[config.mk]
export PLATFORM = sky130hd
export DESIGN_NAME = response_framer
export DESIGN_NICKNAME = d
export VERILOG_FILES = /design/src/rtl/resp_pkg.sv /design/src/rtl/resp_fifo.sv /design/src/rtl/response_framer.sv
export SDC_FILE = /design/constraint.sdc
export NUM_CORES = 1
export LEC_CHECK = 0
export CAP_MARGIN = 20
export CORE_MARGIN = 4
export CORE_UTILIZATION = 23
export CTS_BUF_LIST = sky130_fd_sc_hd__clkbuf_4 sky130_fd_sc_hd__clkbuf_8
export DETAILED_ROUTE_END_ITERATION = 16
export MAX_ROUTING_LAYER = met4
export PLACE_DENSITY_LB_ADDON = 0.1
export SLEW_MARGIN = 20
export SYNTH_ARGS = -nofsm -noshare
export SYNTH_HDL_FRONTEND = slang
export SYNTH_SLANG_ARGS = --single-unit
[constraint.sdc]
create_clock -name clk -period 2.9 [get_ports clk]
set_input_delay 0.435 -clock clk [delete_from_list [all_inputs] [get_ports clk]]
set_output_delay 0.435 -clock clk [all_outputs]
set_load 0.005 [all_outputs]
[src/rtl/resp_pkg.sv]
// Shared response codes, fixed payloads, frame/decode types and serializer states.
// Defining RESP_CHECKSUM_EN makes frames four bytes with a trailing XOR checksum.
package resp_pkg;

  localparam logic [7:0] RESP_CODE_0 = 8'h01;
  localparam logic [7:0] RESP_CODE_1 = 8'h02;
  localparam logic [7:0] RESP_CODE_2 = 8'h03;
  localparam logic [7:0] RESP_CODE_3 = 8'h04;
  localparam logic [7:0] RESP_CODE_4 = 8'h05;
  localparam logic [7:0] RESP_CODE_5 = 8'h06;

  localparam logic [7:0] PAYLOAD_FIX_0 = 8'h80;
  localparam logic [7:0] PAYLOAD_FIX_1 = 8'hC0;
  localparam logic [7:0] PAYLOAD_FIX_4 = 8'hE0;
  localparam logic [7:0] PAYLOAD_FIX_5 = 8'hF0;

`ifdef RESP_CHECKSUM_EN
  localparam int FRAME_BYTES = 4;
`else
  localparam int FRAME_BYTES = 3;
`endif

  typedef enum logic [1:0] {S_IDLE, S_SEND, S_WAIT_DONE, S_FINISH} ser_state_t;

  typedef struct packed {
    logic [7:0] addr;
    logic [7:0] code;
    logic [7:0] payload;
    logic [2:0] ch;
  } frame_t;

  typedef struct packed {
    logic       ok;
    logic [7:0] code;
    logic [7:0] payload;
  } decode_t;

  function automatic decode_t decode_cmd(input logic [5:0] cmd, input logic [7:0] data);
    decode_t d;
    d = '{ok: 1'b1, code: 8'h00, payload: 8'h00};
    case (cmd)
      6'b000001: begin d.code = RESP_CODE_0; d.payload = PAYLOAD_FIX_0; end
      6'b000010: begin d.code = RESP_CODE_1; d.payload = PAYLOAD_FIX_1; end
      6'b000100: begin d.code = RESP_CODE_2; d.payload = data;          end
      6'b001000: begin d.code = RESP_CODE_3; d.payload = data;          end
      6'b010000: begin d.code = RESP_CODE_4; d.payload = PAYLOAD_FIX_4; end
      6'b100000: begin d.code = RESP_CODE_5; d.payload = PAYLOAD_FIX_5; end
      default:   d.ok = 1'b0;
    endcase
    return d;
  endfunction

  function automatic logic [7:0] frame_byte(input frame_t f, input logic [1:0] idx);
    logic [7:0] b;
    case (idx)
      2'd0:    b = f.addr;
      2'd1:    b = f.code;
      2'd2:    b = f.payload;
`ifdef RESP_CHECKSUM_EN
      default: b = f.addr ^ f.code ^ f.payload;
`else
      default: b = 8'h00;
`endif
    endcase
    return b;
  endfunction

endpackage

[src/rtl/resp_fifo.sv]
// Synchronous frame FIFO; an extra wrap bit on each pointer separates full from empty.
module resp_fifo #(
  parameter int WIDTH = 27,
  parameter int DEPTH = 4
) (
  input  logic             clk,
  input  logic             rst,
  input  logic             i_push,
  input  logic [WIDTH-1:0] i_data,
  input  logic             i_pop,
  output logic [WIDTH-1:0] o_data,
  output logic             o_full,
  output logic             o_empty
);
  localparam int AW = $clog2(DEPTH);

  logic [WIDTH-1:0] r_mem [DEPTH];
  logic [AW:0]      r_wr_ptr;
  logic [AW:0]      r_rd_ptr;
  logic             w_push;
  logic             w_pop;

  assign w_push  = i_push && !o_full;
  assign w_pop   = i_pop && !o_empty;
  assign o_empty = (r_wr_ptr == r_rd_ptr);
  assign o_full  = (r_wr_ptr[AW] != r_rd_ptr[AW]) && (r_wr_ptr[AW-1:0] == r_rd_ptr[AW-1:0]);
  assign o_data  = r_mem[r_rd_ptr[AW-1:0]];

  // NOTE: storage is not reset; pointers alone define which entries are valid.
  always_ff @(posedge clk) begin
    if (w_push) r_mem[r_wr_ptr[AW-1:0]] <= i_data;
  end

  always_ff @(posedge clk) begin
    if (rst) begin
      r_wr_ptr <= '0;
      r_rd_ptr <= '0;
    end else begin
      if (w_push) r_wr_ptr <= r_wr_ptr + 1'b1;
      if (w_pop)  r_rd_ptr <= r_rd_ptr + 1'b1;
    end
  end

endmodule

[src/rtl/response_framer.sv]
// Response framer: round-robin request arbiter, command decode into resp_fifo, byte serializer.
// Build macro RESP_CHECKSUM_EN appends an XOR checksum byte to every frame.
module response_framer
  import resp_pkg::*;
#(
  parameter int N_CH       = 2,
  parameter int FIFO_DEPTH = 4,
  parameter int TX_TIMEOUT = 1023
) (
  input  logic              clk,
  input  logic              rst,
  input  logic [N_CH-1:0]   req_valid,
  output logic [N_CH-1:0]   req_ready,
  input  logic [6*N_CH-1:0] req_cmd,
  input  logic [8*N_CH-1:0] req_addr,
  input  logic [8*N_CH-1:0] req_data,
  output logic              tx_start,
  output logic [7:0]        tx_byte,
  input  logic              tx_busy,
  input  logic              tx_done,
  output logic              frame_done,
  output logic [2:0]        frame_ch,
  output logic              err_pulse,
  output logic [7:0]        err_cnt
);
  localparam int TO_W = $clog2(TX_TIMEOUT + 1);

  ser_state_t      r_state;
  frame_t          r_frame;
  frame_t          w_fifo_in;
  frame_t          w_fifo_out;
  decode_t         w_dec;
  logic [1:0]      r_idx;
  logic [TO_W-1:0] r_to_cnt;
  logic [2:0]      r_ptr;
  logic            r_run;
  logic            r_tx_start;
  logic [7:0]      r_tx_byte;
  logic            r_frame_done;
  logic [2:0]      r_frame_ch;
  logic            r_err_pulse;
  logic [7:0]      r_err_cnt;
  logic            w_found;
  logic [2:0]      w_gnt;
  logic [5:0]      w_cmd;
  logic [7:0]      w_addr;
  logic [7:0]      w_data;
  logic            w_full;
  logic            w_empty;
  logic            w_accept;
  logic            w_push;
  logic            w_pop;
  logic            w_bad;
  logic            w_abort;
  logic [8:0]      w_err_sum;

  // NOTE: every always_comb output gets a default first so no path can infer a latch.
  always_comb begin
    w_found = 1'b0;
    w_gnt   = '0;
    w_cmd   = '0;
    w_addr  = '0;
    w_data  = '0;
    // First pass covers channels from the pointer upward, second pass wraps to the low ones.
    for (int c = 0; c < N_CH; c++) begin
      if (!w_found && req_valid[c] && (3'(c) >= r_ptr)) begin
        w_found = 1'b1;
        w_gnt   = 3'(c);
        w_cmd   = req_cmd[6*c +: 6];
        w_addr  = req_addr[8*c +: 8];
        w_data  = req_data[8*c +: 8];
      end
    end
    for (int c = 0; c < N_CH; c++) begin
      if (!w_found && req_valid[c]) begin
        w_found = 1'b1;
        w_gnt   = 3'(c);
        w_cmd   = req_cmd[6*c +: 6];
        w_addr  = req_addr[8*c +: 8];
        w_data  = req_data[8*c +: 8];
      end
    end
  end

  // r_run keeps req_ready low during the first cycle after reset.
  assign req_ready = (w_found && r_run && !rst && !w_full) ? (N_CH'(1) << w_gnt) : '0;
  assign w_accept  = |(req_valid & req_ready);
  assign w_dec     = decode_cmd(w_cmd, w_data);
  assign w_push    = w_accept && w_dec.ok;
  assign w_bad     = w_accept && !w_dec.ok;
  assign w_fifo_in = '{addr: w_addr, code: w_dec.code, payload: w_dec.payload, ch: w_gnt};
  assign w_pop     = (r_state == S_IDLE) && !w_empty;
  assign w_abort   = (r_state == S_SEND) && !tx_busy && (r_to_cnt == TO_W'(TX_TIMEOUT));
  assign w_err_sum = {1'b0, r_err_cnt} + 9'(w_bad) + 9'(w_abort);

  resp_fifo #(
    .WIDTH($bits(frame_t)),
    .DEPTH(FIFO_DEPTH)
  ) u_fifo (
    .clk    (clk),
    .rst    (rst),
    .i_push (w_push),
    .i_data (w_fifo_in),
    .i_pop  (w_pop),
    .o_data (w_fifo_out),
    .o_full (w_full),
    .o_empty(w_empty)
  );

  // NOTE: sequential state uses non-blocking assignments so every register samples pre-edge values.
  always_ff @(posedge clk) begin
    if (rst) begin
      r_state      <= S_IDLE;
      r_frame      <= '0;
      r_idx        <= '0;
      r_to_cnt     <= '0;
      r_ptr        <= '0;
      r_run        <= 1'b0;
      r_tx_start   <= 1'b0;
      r_tx_byte    <= '0;
      r_frame_done <= 1'b0;
      r_frame_ch   <= '0;
      r_err_pulse  <= 1'b0;
      r_err_cnt    <= '0;
    end else begin
      r_run        <= 1'b1;
      r_frame_done <= 1'b0;
      r_err_pulse  <= w_bad || w_abort;
      r_err_cnt    <= w_err_sum[8] ? 8'hFF : w_err_sum[7:0];
      if (w_accept) r_ptr <= (w_gnt == 3'(N_CH - 1)) ? 3'd0 : w_gnt + 3'd1;

      case (r_state)
        S_IDLE: begin
          if (!w_empty) begin
            r_frame    <= w_fifo_out;
            r_idx      <= '0;
            r_tx_byte  <= w_fifo_out.addr;
            r_tx_start <= 1'b1;
            r_to_cnt   <= '0;
            r_state    <= S_SEND;
          end
        end
        S_SEND: begin
          if (tx_busy) begin
            r_tx_start <= 1'b0;
            r_state    <= S_WAIT_DONE;
          end else if (w_abort) begin
            r_tx_start <= 1'b0;
            r_to_cnt   <= '0;
            r_state    <= S_IDLE;
          end else begin
            r_to_cnt <= r_to_cnt + 1'b1;
          end
        end
        S_WAIT_DONE: begin
          if (tx_done) begin
            if (r_idx == 2'(FRAME_BYTES - 1)) begin
              r_frame_done <= 1'b1;
              r_frame_ch   <= r_frame.ch;
              r_state      <= S_FINISH;
            end else begin
              r_idx      <= r_idx + 2'd1;
              r_tx_byte  <= frame_byte(r_frame, r_idx + 2'd1);
              r_tx_start <= 1'b1;
              r_to_cnt   <= '0;
              r_state    <= S_SEND;
            end
          end
        end
        S_FINISH: begin
          r_frame_ch <= '0;
          r_state    <= S_IDLE;
        end
        default: r_state <= S_IDLE;
      endcase
    end
  end

  assign tx_start   = r_tx_start;
  assign tx_byte    = r_tx_byte;
  assign frame_done = r_frame_done;
  assign frame_ch   = r_frame_ch;
  assign err_pulse  = r_err_pulse;
  assign err_cnt    = r_err_cnt;

endmodule

Yosys cells after proc, flatten, opt, wreduce, memory -nomap -nowiden

Memories as Yosys holds them, arrays and structs flattened. A register that Yosys moved wholly into a read port is not among the register bits.
Cells that the tools add are included.

Flip-flop bits (word level): 73
Bits in latches: 0
Bits in writable memories: 88
Memory bits (read-only): 0
Logic and storage cells: 154
Memories kept: 1

Memory list:

| name         | words | bits a word | read ports | clocked after memory_dff | wr ports | RTL line        | text |
|---|---|---|---|---|---|---|---|
| u_fifo.r_mem | 4     | 22          | 1          | 1                        | 1        | resp_fifo.sv:17 | `logic [WIDTH-1:0] r_mem [DEPTH];` |

$add $sub $neg: 7
Multipliers: 0
Divide/modulo/power cells: 0
Magnitude comparators: 2
Equality and inequality tests: 23
Shifts and indexed selects: 1
Muxes and demuxes: 60
Bitwise logic cells: 4
Reduce and logical (&&, ||, !) cells: 39

Operators with widths:

| operator                                       | count |
|---|---|
| 2-to-1 mux 8 bit                               | 12 |
| case mux 11 bit (6 select lines)               | 1 |
| 2-to-1 mux 10 bit                              | 5 |
| case mux 10 bit (3 select lines)               | 1 |
| 2-to-1 mux 6 bit                               | 4 |
| case mux 8 bit (3 select lines)                | 1 |
| 2-to-1 mux 2 bit                               | 11 |
| logical AND 1 bit                              | 16 |
| case mux 8 bit (2 select lines)                | 1 |
| 2-to-1 mux 1 bit                               | 15 |
| 2-to-1 mux 3 bit                               | 5 |
| adder 10 x 1 -> 10 bit (second input constant) | 1 |
| == test 10 bit (second input constant)         | 1 |
| inequality test 2 bit (second input constant)  | 5 |
| AND reduction 5 bit                            | 2 |
| adder 3 x 1 -> 3 bit (second input constant)   | 3 |
| adder 8 x 1 -> 9 bit                           | 1 |
| adder 9 x 1 -> 9 bit                           | 1 |
| == test 2 bit (second input constant)          | 4 |
| logical NOT 1 bit                              | 8 |
| case mux 2 bit (4 select lines)                | 1 |
| == test 6 x 1 -> 1 bit (second input constant) | 1 |
| == test 6 x 2 -> 1 bit (second input constant) | 1 |
| == test 6 x 3 -> 1 bit (second input constant) | 1 |
| other kinds (27)                               | 34 |

Longest topological paths before layout

Gate-level depths: netlist (run 1).

Depth in word-level cells: 23
Depth in mapped cells: 16

Hierarchy

From an unflattened synthesis (run 1), not the netlist that was laid out.

Cell total of the unflattened synthesis: 635
Area total of the unflattened synthesis: 7845.0 sq um

Modules (own cells, without submodules):

| module          | instances | cells each | area an instance (sq um) | sequential area each (sq um) |
|---|---|---|---|---|
| resp_fifo       | 1         | 209        | 4465.5                   | 3403.3 |
| response_framer | 1         | 426        | 3379.5                   | 1301.2 |

Least setup slack after synthesis (run 1)

OpenSTA, ideal clock, no wires.

Kind: in2reg
From: in req_valid[0]
To: reg r_err_cnt[0] (netlist: err_cnt[0])
Arrival: 2999 ps
Data required time: 2830 ps
Path slack: -169 ps
Stages: 16
Buffers on the path: 2
Cells stage by stage: a21boi_1 buf_4 buf_4 a32o_1 nand2_1 nor3_1 nor4_1 nand3_1 fa_1 inv_1 ha_1 and3_1 nand3_1 inv_1 nand3_1 a21oi_1

Cells in the longest elaborated chain, start to end: 22
Elaborated cells on any way between the ends: 39

Ends and longest elaborated chain:

| what                                                                      | RTL line               | text |
|---|---|---|
| start: declaration                                                        | response_framer.sv:12  | `input logic [N_CH-1:0] req_valid,` |
| parallel branches: the longest is 18 deep, another holds 2-to-1 mux 6 bit | -                      |  |
| logical AND 1 bit *                                                       | response_framer.sv:90  | `assign w_bad = w_accept && !w_dec.ok;` |
| adder 8 x 1 -> 9 bit *                                                    | response_framer.sv:94  | `assign w_err_sum = {1'b0, r_err_cnt} + 9'(w_bad) + 9'(w_abort);` |
| adder 9 x 1 -> 9 bit *                                                    | response_framer.sv:94  |  |
| 2-to-1 mux 8 bit *                                                        | response_framer.sv:129 | `r_err_cnt <= w_err_sum[8] ? 8'hFF : w_err_sum[7:0];` |
| end signal: assignment                                                    | response_framer.sv:129 |  |
| end: declaration                                                          | response_framer.sv:42  | `logic [7:0] r_err_cnt;` |

Every way passes the cells marked *.
A chain may end at the register's enable or synchronous reset.

Worst setup path in the final report (run 1)

From: reg r_ptr[0]
To: reg r_err_cnt[2] (netlist: err_cnt[2])

Cells in the longest elaborated chain, start to end: 23
Elaborated cells on any way between the ends: 41

Ends and longest elaborated chain:

| what                                                                                  | RTL line               | text |
|---|---|---|
| start: declaration                                                                    | response_framer.sv:35  | `logic [2:0] r_ptr;` |
| start signal: assignment                                                              | response_framer.sv:130 | `if (w_accept) r_ptr <= (w_gnt == 3'(N_CH - 1)) ? 3'd0 : w_gnt + 3'd1;` |
| parallel branches: the longest is 19 deep, another holds >= comparator 1 x 3 -> 1 bit | -                      |  |
| logical AND 1 bit *                                                                   | response_framer.sv:90  |  |
| adder 8 x 1 -> 9 bit *                                                                | response_framer.sv:94  |  |
| adder 9 x 1 -> 9 bit *                                                                | response_framer.sv:94  |  |
| 2-to-1 mux 8 bit *                                                                    | response_framer.sv:129 |  |

Marked as above.

==> results of run 1 <==
layout make-up:
type                       instances  area (µm²)
multi-input combinational        359        2775
fill                            2754       18590
tap                              372       465.4
clock inverter                    14       148.9
sequential                       144        3695
clock buffer                      18       241.5
inverter                          11       43.79
timing repair buffer             139        1287
sequential cells by signal, indices dropped and copies added, names as in the netlist, named ones only:
| name | flops |
|---|---|
| r_frame | 20 |
| err_cnt | 8 |
| err_pulse | 1 |
| u_fifo.r_wr_ptr | 3 |
| r_idx | 2 |
| u_fifo.r_mem | 80 |
| r_ptr | 1 |
| r_to_cnt | 10 |
| r_state | 2 |
| tx_start | 1 |
| frame_done | 1 |
| u_fifo.r_rd_ptr | 3 |
| r_run | 1 |
| frame_ch | 1 |
| tx_byte | 8 |
cells in the mapped netlist (3+ instances only):
library cell  count
a222oi_1          3
and2_1            3
dfxtp_1          64
a22o_1           15
a32o_1            4
edfxtp_1         80
a22oi_1          15
and2_2            4
nor3_1           23
o21ai_0          10
xnor2_1          10
and3_1            5
a21oi_1          46
buf_4             4
nor2_1           41
nand2_1          66
inv_1            11
clkbuf_1         22
nor4_1            6
or3_1             3
mux4_2           20
ha_1             11
o211a_1           3
a32oi_2           4
xor2_1            6
nand2b_1          4
a211oi_1          9
buf_2             4
nand3_1           9
final timing paths:
| kind | startpoint | end | slack (ns) | cells past startpoint |
|---|---|---|---|---|
| worst max-delay path | r_ptr[0] | err_cnt[2] | 0.06 | 16 |
| worst min register to register | r_frame[25] | r_frame[25] | 0.46 | 2 |
| worst max register to register | r_ptr[0] | err_cnt[2] | 0.06 | 16 |
| worst min-delay path | r_frame[25] | r_frame[25] | 0.46 | 2 |
layer usage:
metal	wire length, µm	vias to the layer above
li1	-	2320
met1	8056	2332
met5	0	-
met2	8196	80
met4	148	0
met3	531	9
power by group through the flow:
stage	registers [mW]	logic, mW	clock network (mW)
floorplan	2.50	1.05	0
global placement	2.54	1.70	0
detailed placement	2.54	1.71	0
CTS	2.50	1.74	1.64
global route	2.53	1.90	1.73
finish	2.50	1.70	1.57
per-stage QoR:
| stage | setup slack, ns | util |
|---|---|---|
| global placement | -0.5453 | 0.2973 |
| floorplan | -0.04347 | - |
| detailed placement | -0.6534 | 0.2973 |
| CTS | 0.002416 | 0.3159 |
| finish | 0.05977 | 0.3177 |
| global route | -0.1147 | 0.3177 |
kinds of logic after synthesis:
| family | count (synthesis) | synth area share |
|---|---|---|
| xor gates and xnor gates | 16 | 0.02177 |
| buffers and inverters | 43 | 0.02935 |
| and+or+nand+nor | 174 | 0.1258 |
| other | 1 | 0.0005825 |
| AOI/OAI and AO/OA | 132 | 0.1502 |
| DFF | 144 | 0.5722 |
| adders and majority gates | 12 | 0.02449 |
| muxes | 23 | 0.07561 |
worst max-delay path, delay by kind of cell, from the launching register on:
| kind | cells | cell delay, ns |
|---|---|---|
| and+or+nand+nor | 7 | 1.00 |
| adders and majority gates | 2 | 0.48 |
| buffers and inverters | 4 | 0.42 |
| DFF | 1 | 0.38 |
| AOI/OAI and AO/OA | 3 | 0.48 |
timing repair:
action                                 4_1_cts  5_1_grt
pin swaps                                    5        3
setup buffers                                3        3
setup endpoints to repair                   10       10
endpoints found under the hold margin        0        0
gates resized for setup                     24       11
cloned                                       0        0
==> flow_results.org, run 1 <==
** Clocking
- Number of levels the H-tree was split into :: 4
- Clock tree from TritonCTS :: built
- Worst-Skew Late Latency :: 0.44 ns
- After clock tree synthesis, the clock-pin slew on the worst setup and hold paths is 0.09 ns.
- Counting along the longest clock path gives a buffer depth of 2.
- Clk sink count :: 144
- Cts bufs inserted :: 17
- # hold bufs at CTS :: 0
- The tree is rooted in a clkbuf_8.

** Timing
- Hold violation total from the final report :: 0
- Total Neg Setup Slack :: 0 ns
- Hold is met by 0.4630 ns.
- At the pin with the least slew margin, the transition time is 0.7210 ns.
- Final critical delay including setup and external delays :: 2.840 ns
- Derived from the worst setup path, the maximum achievable clock frequency is 352.1 MHz.
- Total setup violations reported at the end of the flow :: 0
- Rel. slew slack :: 0.5194
- Final worst path period share :: 0.9794
- The max-slew violation total from the final report is 0.
- Across the routed clock network, the largest skew measured is 0.01236 ns.
- Setup repair after global routing could not meet its margin everywhere.

** Global routing
- In the global route stage, overall resource usage came out at 0.1153.
- Initial antenna violation count :: 0
- Largest net degree at the start of global routing :: 59
- met2 is the most crowded layer.
- In the global route stage, met2 resource usage came out at 0.1820.
- The first global-routing pass estimated 27050 µm of wire.
- Number of global-route vias before repair :: 4881
- In the global route stage, met1 resource usage came out at 0.1519.
- In the global route stage, met3 resource usage came out at 0.02475.
- Summed over all layers, the global routing overflow is 0.

** Synth
- Yosys mapped the design onto 62 distinct sky130hd cell types.
- The synthesized design contains 80 enable-type register cells.
- In the synthesized netlist the dominant register cell turns out to be edfxtp_1.
- The share of synthesized area in the top cell type comes to 0.3732.
- By area the synthesized netlist is led by edfxtp_1 37%, dfxtp_1 20%, mux4_2 7.0%, nand2_1 3.8%, a21oi_1 3.6%.
- Synthesis inferred 144 register bits.
- The share of the Yosys chip area taken by registers is 0.5722.
- Cells after Synth :: 545
- In the synthesized netlist the async set-or-reset flop fraction comes to 0.
- The cell area that synthesis handed to floorplanning was 6437 µm².
- Mean Syn Cell Area :: 11.81 µm²
- Cell accounting for the most synthesized area :: edfxtp_1
- Synthesis Warnings :: 0

** Route
- The count of nets left with antenna violations once routing finished came out at 0.
- First-iteration detailed-routing DRC count :: 230
- Vias per std cell :: 4.485
- The routed design has 16930 µm of wire.
- Total number of vias :: 4741
- Remaining routing DRC violations :: 0
- DR WL/cell :: 16.02 µm
- Detailed-router iteration count before antenna repair :: 5

** Floorplanning
- Core Area :: 27250 µm²
- Pin placement for this block handled 74 I/O pins.
- Die Footprint :: 30730 µm²
- Starting utilization of the core area :: 0.2362
- The floorplan step set the die width to 175.3 µm.
- Measured along the y axis, the die boundary spans 175.3 µm.
- Number of rows in the core area :: 60

** Layout
- Count of non-filler cells in the finished layout :: 1057
- In the final layout, the share of cells above drive strength 1 is 0.2526.
- Final Cell Area :: 8657 µm²
- Growth of design area from synthesis to finish :: 34.48%
- Commonest non-fill, non-tap cells in the layout :: 80 x edfxtp_1, 68 x clkdlybuf4s50_1, 63 x nand2_1, 61 x buf_4, 59 x dfxtp_1
- The final layout contains 734 nets.
- Number of antenna cells inserted :: 0
- The library cell used most frequently in the layout, excluding fill and tap cells, is edfxtp_1.

** Setup path
- STA classifies the critical path endpoint as a flip-flop.
- Worst-path maximum fanout :: 7
- The critical path goes through a21boi_4, buf_12, buf_8, a32o_2, nand2_4, nor3_4, nor4_4, nand3_2, fa_2, inv_2, ha_4, and3_4, nand3_4, inv_4, nand3_4, a21oi_2.
- Worst EP required :: 3.27 ns
- The worst setup path is launched from a flip-flop.
- Critical path's largest stage delay :: 0.38 ns
- Crit path arrival time :: 3.21 ns
- Slowest-stage cell, CP :: dfxtp_4
- CP most frequent cell :: nand3_4
- The worst setup path is of the reg2reg kind.

** Power and ir drop
- Share of power burned in the clock network :: 0.272
- Of the total power, registers draw 0.433.
- Pwr/cell area :: 666.7 nW/µm²
- Worst VDD drop :: 278.9 µV
- For this design the total switching power over the nets is 1.893 mW.
- Of the total power, combinational logic draws 0.295.
- Internal power comes to 3.879 mW.
- Switch share :: 0.3279
- For this design the static power due to leakage is 2.973 nW.
- Total Power :: 5.771 mW

** Placement
- Global placement routability congestion :: 0.8003
- In this run, placement finished with an instance count of 1020.
- HPWL after detailed placement :: 11880 µm
- I/O Buffers :: 71
- Standard cell area after detailed placement :: 8103 µm²

** Min path
- Worst min-delay path class :: reg2reg

** Run
- Number of max-cap violations :: 0

** Outcome
- The flow ran to the end, and the final reports show no timing, DRC or antenna violations.
Power figures use the tool's default switching activity.
==> inputs of run 2 (changes only) <==
--- a/config.mk
+++ b/config.mk
@@ -9,6 +9,7 @@
 export CORE_MARGIN = 4
 export CORE_UTILIZATION = 23
 export CTS_BUF_LIST = sky130_fd_sc_hd__clkbuf_4 sky130_fd_sc_hd__clkbuf_8
+export CTS_CLUSTER_DIAMETER = 30
 export DETAILED_ROUTE_END_ITERATION = 16
 export MAX_ROUTING_LAYER = met4
 export PLACE_DENSITY_LB_ADDON = 0.1
==> results of run 2 <==
No change in the layout: final DEF, timing and power equal those of run 1.
==> inputs of run 3 (changes only) <==
--- a/config.mk
+++ b/config.mk
@@ -16,4 +16,5 @@
 export SLEW_MARGIN = 20
 export SYNTH_ARGS = -nofsm -noshare
 export SYNTH_HDL_FRONTEND = slang
+export SYNTH_HIERARCHICAL = 1
 export SYNTH_SLANG_ARGS = --single-unit
==> run 3 against run 2 <==
- the flow now finishes with violations (negative setup slack)
- register-to-register slack got worse by 0.06 ns
- utilization shrank 0.72 points
- clock power is 9% higher
- cell count increased by 20%
- sequential cell count increased by 37
- synthesized area rose by 22%
- die area is 21% higher
- synthesized cell count increased by 17%
- critical endpoint is now err_cnt[7]
- largest cell class unchanged
==> flow_results.org, run 3 <==
** Setup path
- The worst path required time is 3.21 ns (-0.06 ns).
- Slowest-stage cell, CP :: or4_4
- Among the stages of the critical path, the cell type that occurs most often is nand2b_4.
- Kind of end point of the critical path :: flip-flop
- Critical path's largest stage delay :: 0.42 ns (+0.04 ns)
- The setup path with the least slack is of type reg2reg.
- Ordered cell list for the critical path :: nand2b_4, a32o_2, or2_4, or4_4, nor2b_4, nand2_4, fa_2, inv_2, ha_4, and3_4, buf_4, nand2b_4, mux2i_1, nor2_1
- Crit path arrival time :: 3.22 ns (about the same)
- The worst-path maximum fanout is 6 (-1).
- The worst setup path is launched from a flip-flop.

** Route
- The number of iterations in the first detailed-routing pass was 5 (unchanged).
- The mean number of vias per cell came to 4.389 (-2.1%).
- The count of antenna-violating nets left after detailed routing is 0 (unchanged).
- The number of vias after detailed routing is 5552 (+17%).
- First-iteration detailed-routing DRC count :: 240 (+4.3%)
- The detailed-route wire length came to 20690 µm (+22%).
- The final routed DRC violation total was 0 (unchanged).
- The average routed wire per standard cell came to 16.36 µm (+2.1%).

** Clocking
- The deepest clock path buffer count came to 2 (unchanged).
- Worst-Skew Late Latency :: 0.45 ns (about the same)
- The number of hold-repair buffers added at the cts stage is 0 (unchanged).
- Clock tree from TritonCTS :: built
- The number of CTS-inserted buffers is 17 (unchanged).
- The clock slew seen by the registers of the worst setup and hold paths is 0.11 ns (+0.02 ns).
- Clk sink count :: 181 (+26%)
- Clock root buffer :: clkbuf_8
- Number of levels the H-tree was split into :: 4 (unchanged)

** Placement
- Global placement routability congestion :: 0.8211 (+2.6%)
- The quantity of I/O buffers inserted on ports was 73 (+2.8%).
- HPWL after detailed placement :: 14380 µm (+21%)
- The instance area at placement came to 9689 µm² (+20%).

** Synth
- The Yosys warning count was 6 (+6).
- The synthesized area per cell was 12.35 µm² (+4.6%).
- Parity-gate share of the synthesized area counting xor and xnor cells :: 0.02456 (+0.002793)
- Combinational family with the most area after synthesis :: compound AO/OA/AOI/OAI gates
- In the synthesized netlist the dominant register cell turns out to be edfxtp_1.
- The number of flops mapped to enable cells by yosys was 108 (+35%).
- Cell Area, Synth :: 7845 µm² (+22%)
- Synth top area share :: 0.4134 (+0.04022)
- Cell accounting for the most synthesized area :: edfxtp_1
- Counting instances in the post-synthesis netlist gives the leading cell types as 108 x edfxtp_1, 75 x nand2_1, 73 x dfxtp_1.
- Synth async-reset ratio :: 0 (unchanged)
- Count of distinct cell types in the synthesized netlist :: 66 (+6.5%)
- The portion of the post-synthesis area used by sequential elements is 0.5997 (+0.02747).
- In the post-synthesis netlist, the biggest area contributors are edfxtp_1 41%, dfxtp_1 19%, mux4_2 7.8%, nand2_1 3.6%, a21oi_1 3.4%.
- Most numerous cell in the Yosys netlist :: edfxtp_1
- Arithmetic-cell share of the synthesized area counting full adders, half adders and majority gates :: 0.02010 (-0.004394)
- The simple-gate portion of the synthesized area came to 0.1187 (-0.007093).
- The post-synthesis mux area share was 0.08150 (+0.005892).
- Number of synthesized register bits :: 181 (+26%)
- Compound-Gate Fraction of Synth Area :: 0.1246 (-0.02568)
- Cells after Synth :: 635 (+17%)

** Floorplanning
- The die area is 37130 µm² (+21%).
- Core Area :: 33620 µm² (+23%)
- The die extent in x was 192.7 µm (+9.9%).
- The top-level port count is 74 (unchanged).
- Number of rows in the core area :: 67 (+12%)
- Vertical die dimension :: 192.7 µm (+9.9%)
- Starting utilization of the core area :: 0.2334 (-0.002854)

** Min path
- The tightest min-delay check is of the reg2reg type.

** Layout
- Final Cell Area :: 10440 µm² (+21%)
- The area growth from synthesis to layout is 33.05%.
- The library cell used most frequently in the layout, excluding fill and tap cells, is edfxtp_1.
- Nets@finish :: 866 (+18%)
- Commonest non-fill, non-tap cells in the layout :: 108 x edfxtp_1, 74 x buf_4, 73 x nand2_1, 70 x clkdlybuf4s50_1, 69 x dfxtp_1
- The number of flip-flops in the largest register is 108 (+35%).
- Share of cells above drive strength 1 :: 0.2411 (-0.01143)
- The number of antenna diodes is 0 (unchanged).
- Final core utilization :: 0.3105 (-0.007185)

** Global routing
- Number of global-route vias before repair :: 5799 (+19%)
- The wire length of the first global-routing pass came to 32390 µm (+20%).
- Remaining global-route overflow :: 0 (unchanged)
- Largest net degree at the start of global routing :: 67 (+14%)
- Total routing resource utilization after global routing :: 0.1164 (+0.001071)
- The initial antenna violation count is 0 (unchanged).

** Power and ir drop
- Pwr/cell area :: 617.8 nW/µm² (-7.3%)
- The leakage power summed over all cells was 3.507 nW (+18%).
- Worst VDD drop :: 357.5 µV (+28%)

** Timing
- The part of the cycle the worst path needs came to 1.001 (+0.02197).
- Final critical delay including setup and external delays :: 2.904 ns (+0.06370 ns)
- Rel. slew slack :: 0.5234 (+0.003998)
- The setup slack after layout is -0.003932 ns (-0.06370 ns).
- The clock skew was 0.01714 ns (+0.004783 ns).
- Total setup violations reported at the end of the flow :: 1 (+1)
- The count of final hold-check violations was 0 (unchanged).
- RSZ-0062 raised after global routing :: true
- Number of max-slew violations in the final report :: 0 (unchanged)
- The highest attainable clock frequency came to 344.4 MHz (-2.2%).
- Actual transition at the worst max-transition pin :: 0.7150 ns (-0.005996 ns)

** Outcome
- Result of the run :: finished with violations
- Violated checks :: negative setup slack

** Run
- The number of max-cap violations came to 0 (unchanged).
==> run 3: cell type report <==
type	instances	area, µm²
Sequential cell	181	4712
Inverter	15	56.30
Clock buffer	17	234.0
Tap cell	448	560.5
Timing Repair Buffer	157	1458
Clock inverter	15	173.9
Multi-Input combinational cell	432	3243
Fill cell	3415	23180
==> run 3: what timing repair did <==
action | CTS | global route
buffers inserted | 6 | 4
endpoints found under the setup margin | 117 | 119
resized for setup | 30 | 21
pin swaps | 12 | 3
gates cloned | 1 | 2
==> run 3: worst paths after layout <==
check | startpoint | to | slack (ns) | depth (start not counted)
hold / removal | r_frame[20] | r_frame[20] | 0.47 | 2
hold reg to reg | r_frame[20] | r_frame[20] | 0.47 | 2
setup / recovery | r_ptr[0] | err_cnt[7] | -0.004 | 14
setup reg to reg | r_ptr[0] | err_cnt[7] | -0.004 | 14
==> run 3: per-layer routing <==
| metal | track usage | share of wire | wire (µm) |
|---|---|---|---|
| met2 | 0.1934 | 0.51 | 10490 |
| met5 | - | 0 | 0 |
| met3 | 0.01682 | 0.022 | 463 |
| met1 | 0.1490 | 0.46 | 9493 |
| met4 | 0.03209 | 0.012 | 245 |
==> run 3: logic make-up after synthesis <==
family	after synthesis
adders and majority gates	12
AOI/OAI and AO/OA	139
xor gates and xnor gates	22
DFF	181
other	1
buffers and inverters	50
muxes	30
and+or+nand+nor	200
==> run 3: where the power goes <==
group / switching [mW] / internal (mW)
registers: 0.169 / 2.92
logic: 0.840 / 0.806
clock network: 1.05 / 0.662
==> run 3: metrics by stage <==
| stage | hold WS [ns] | setup TNS, ns | total power [mW] | std cells | worst slack [ns] |
|---|---|---|---|---|---|
| 2_1_floorplan | 0.4357 | 0 | 4.074 | 662 | 0.009313 |
| 3_3_place_gp | 0.4449 | -72.71 | 4.789 | 1220 | -0.7547 |
| 3_5_place_dp | 0.4492 | -81.16 | 4.789 | 1220 | -0.8264 |
| 4_1_cts | 0.4659 | -0.02561 | 6.555 | 1259 | -0.01337 |
| 5_1_grt | 0.4792 | -1.686 | 6.866 | 1265 | -0.1381 |
| 6_report | 0.4661 | -0.003932 | 6.448 | 1265 | -0.003932 |
==> run 3: worst max-delay path, delay by kind of cell, from the launching register on <==
| family | cells | cell delay, ns |
|---|---|---|
| and+or+nand+nor | 8 | 1.43 |
| DFF | 1 | 0.37 |
| adders and majority gates | 2 | 0.35 |
| AOI/OAI and AO/OA | 1 | 0.29 |
| buffers and inverters | 2 | 0.18 |
| muxes | 1 | 0.13 |
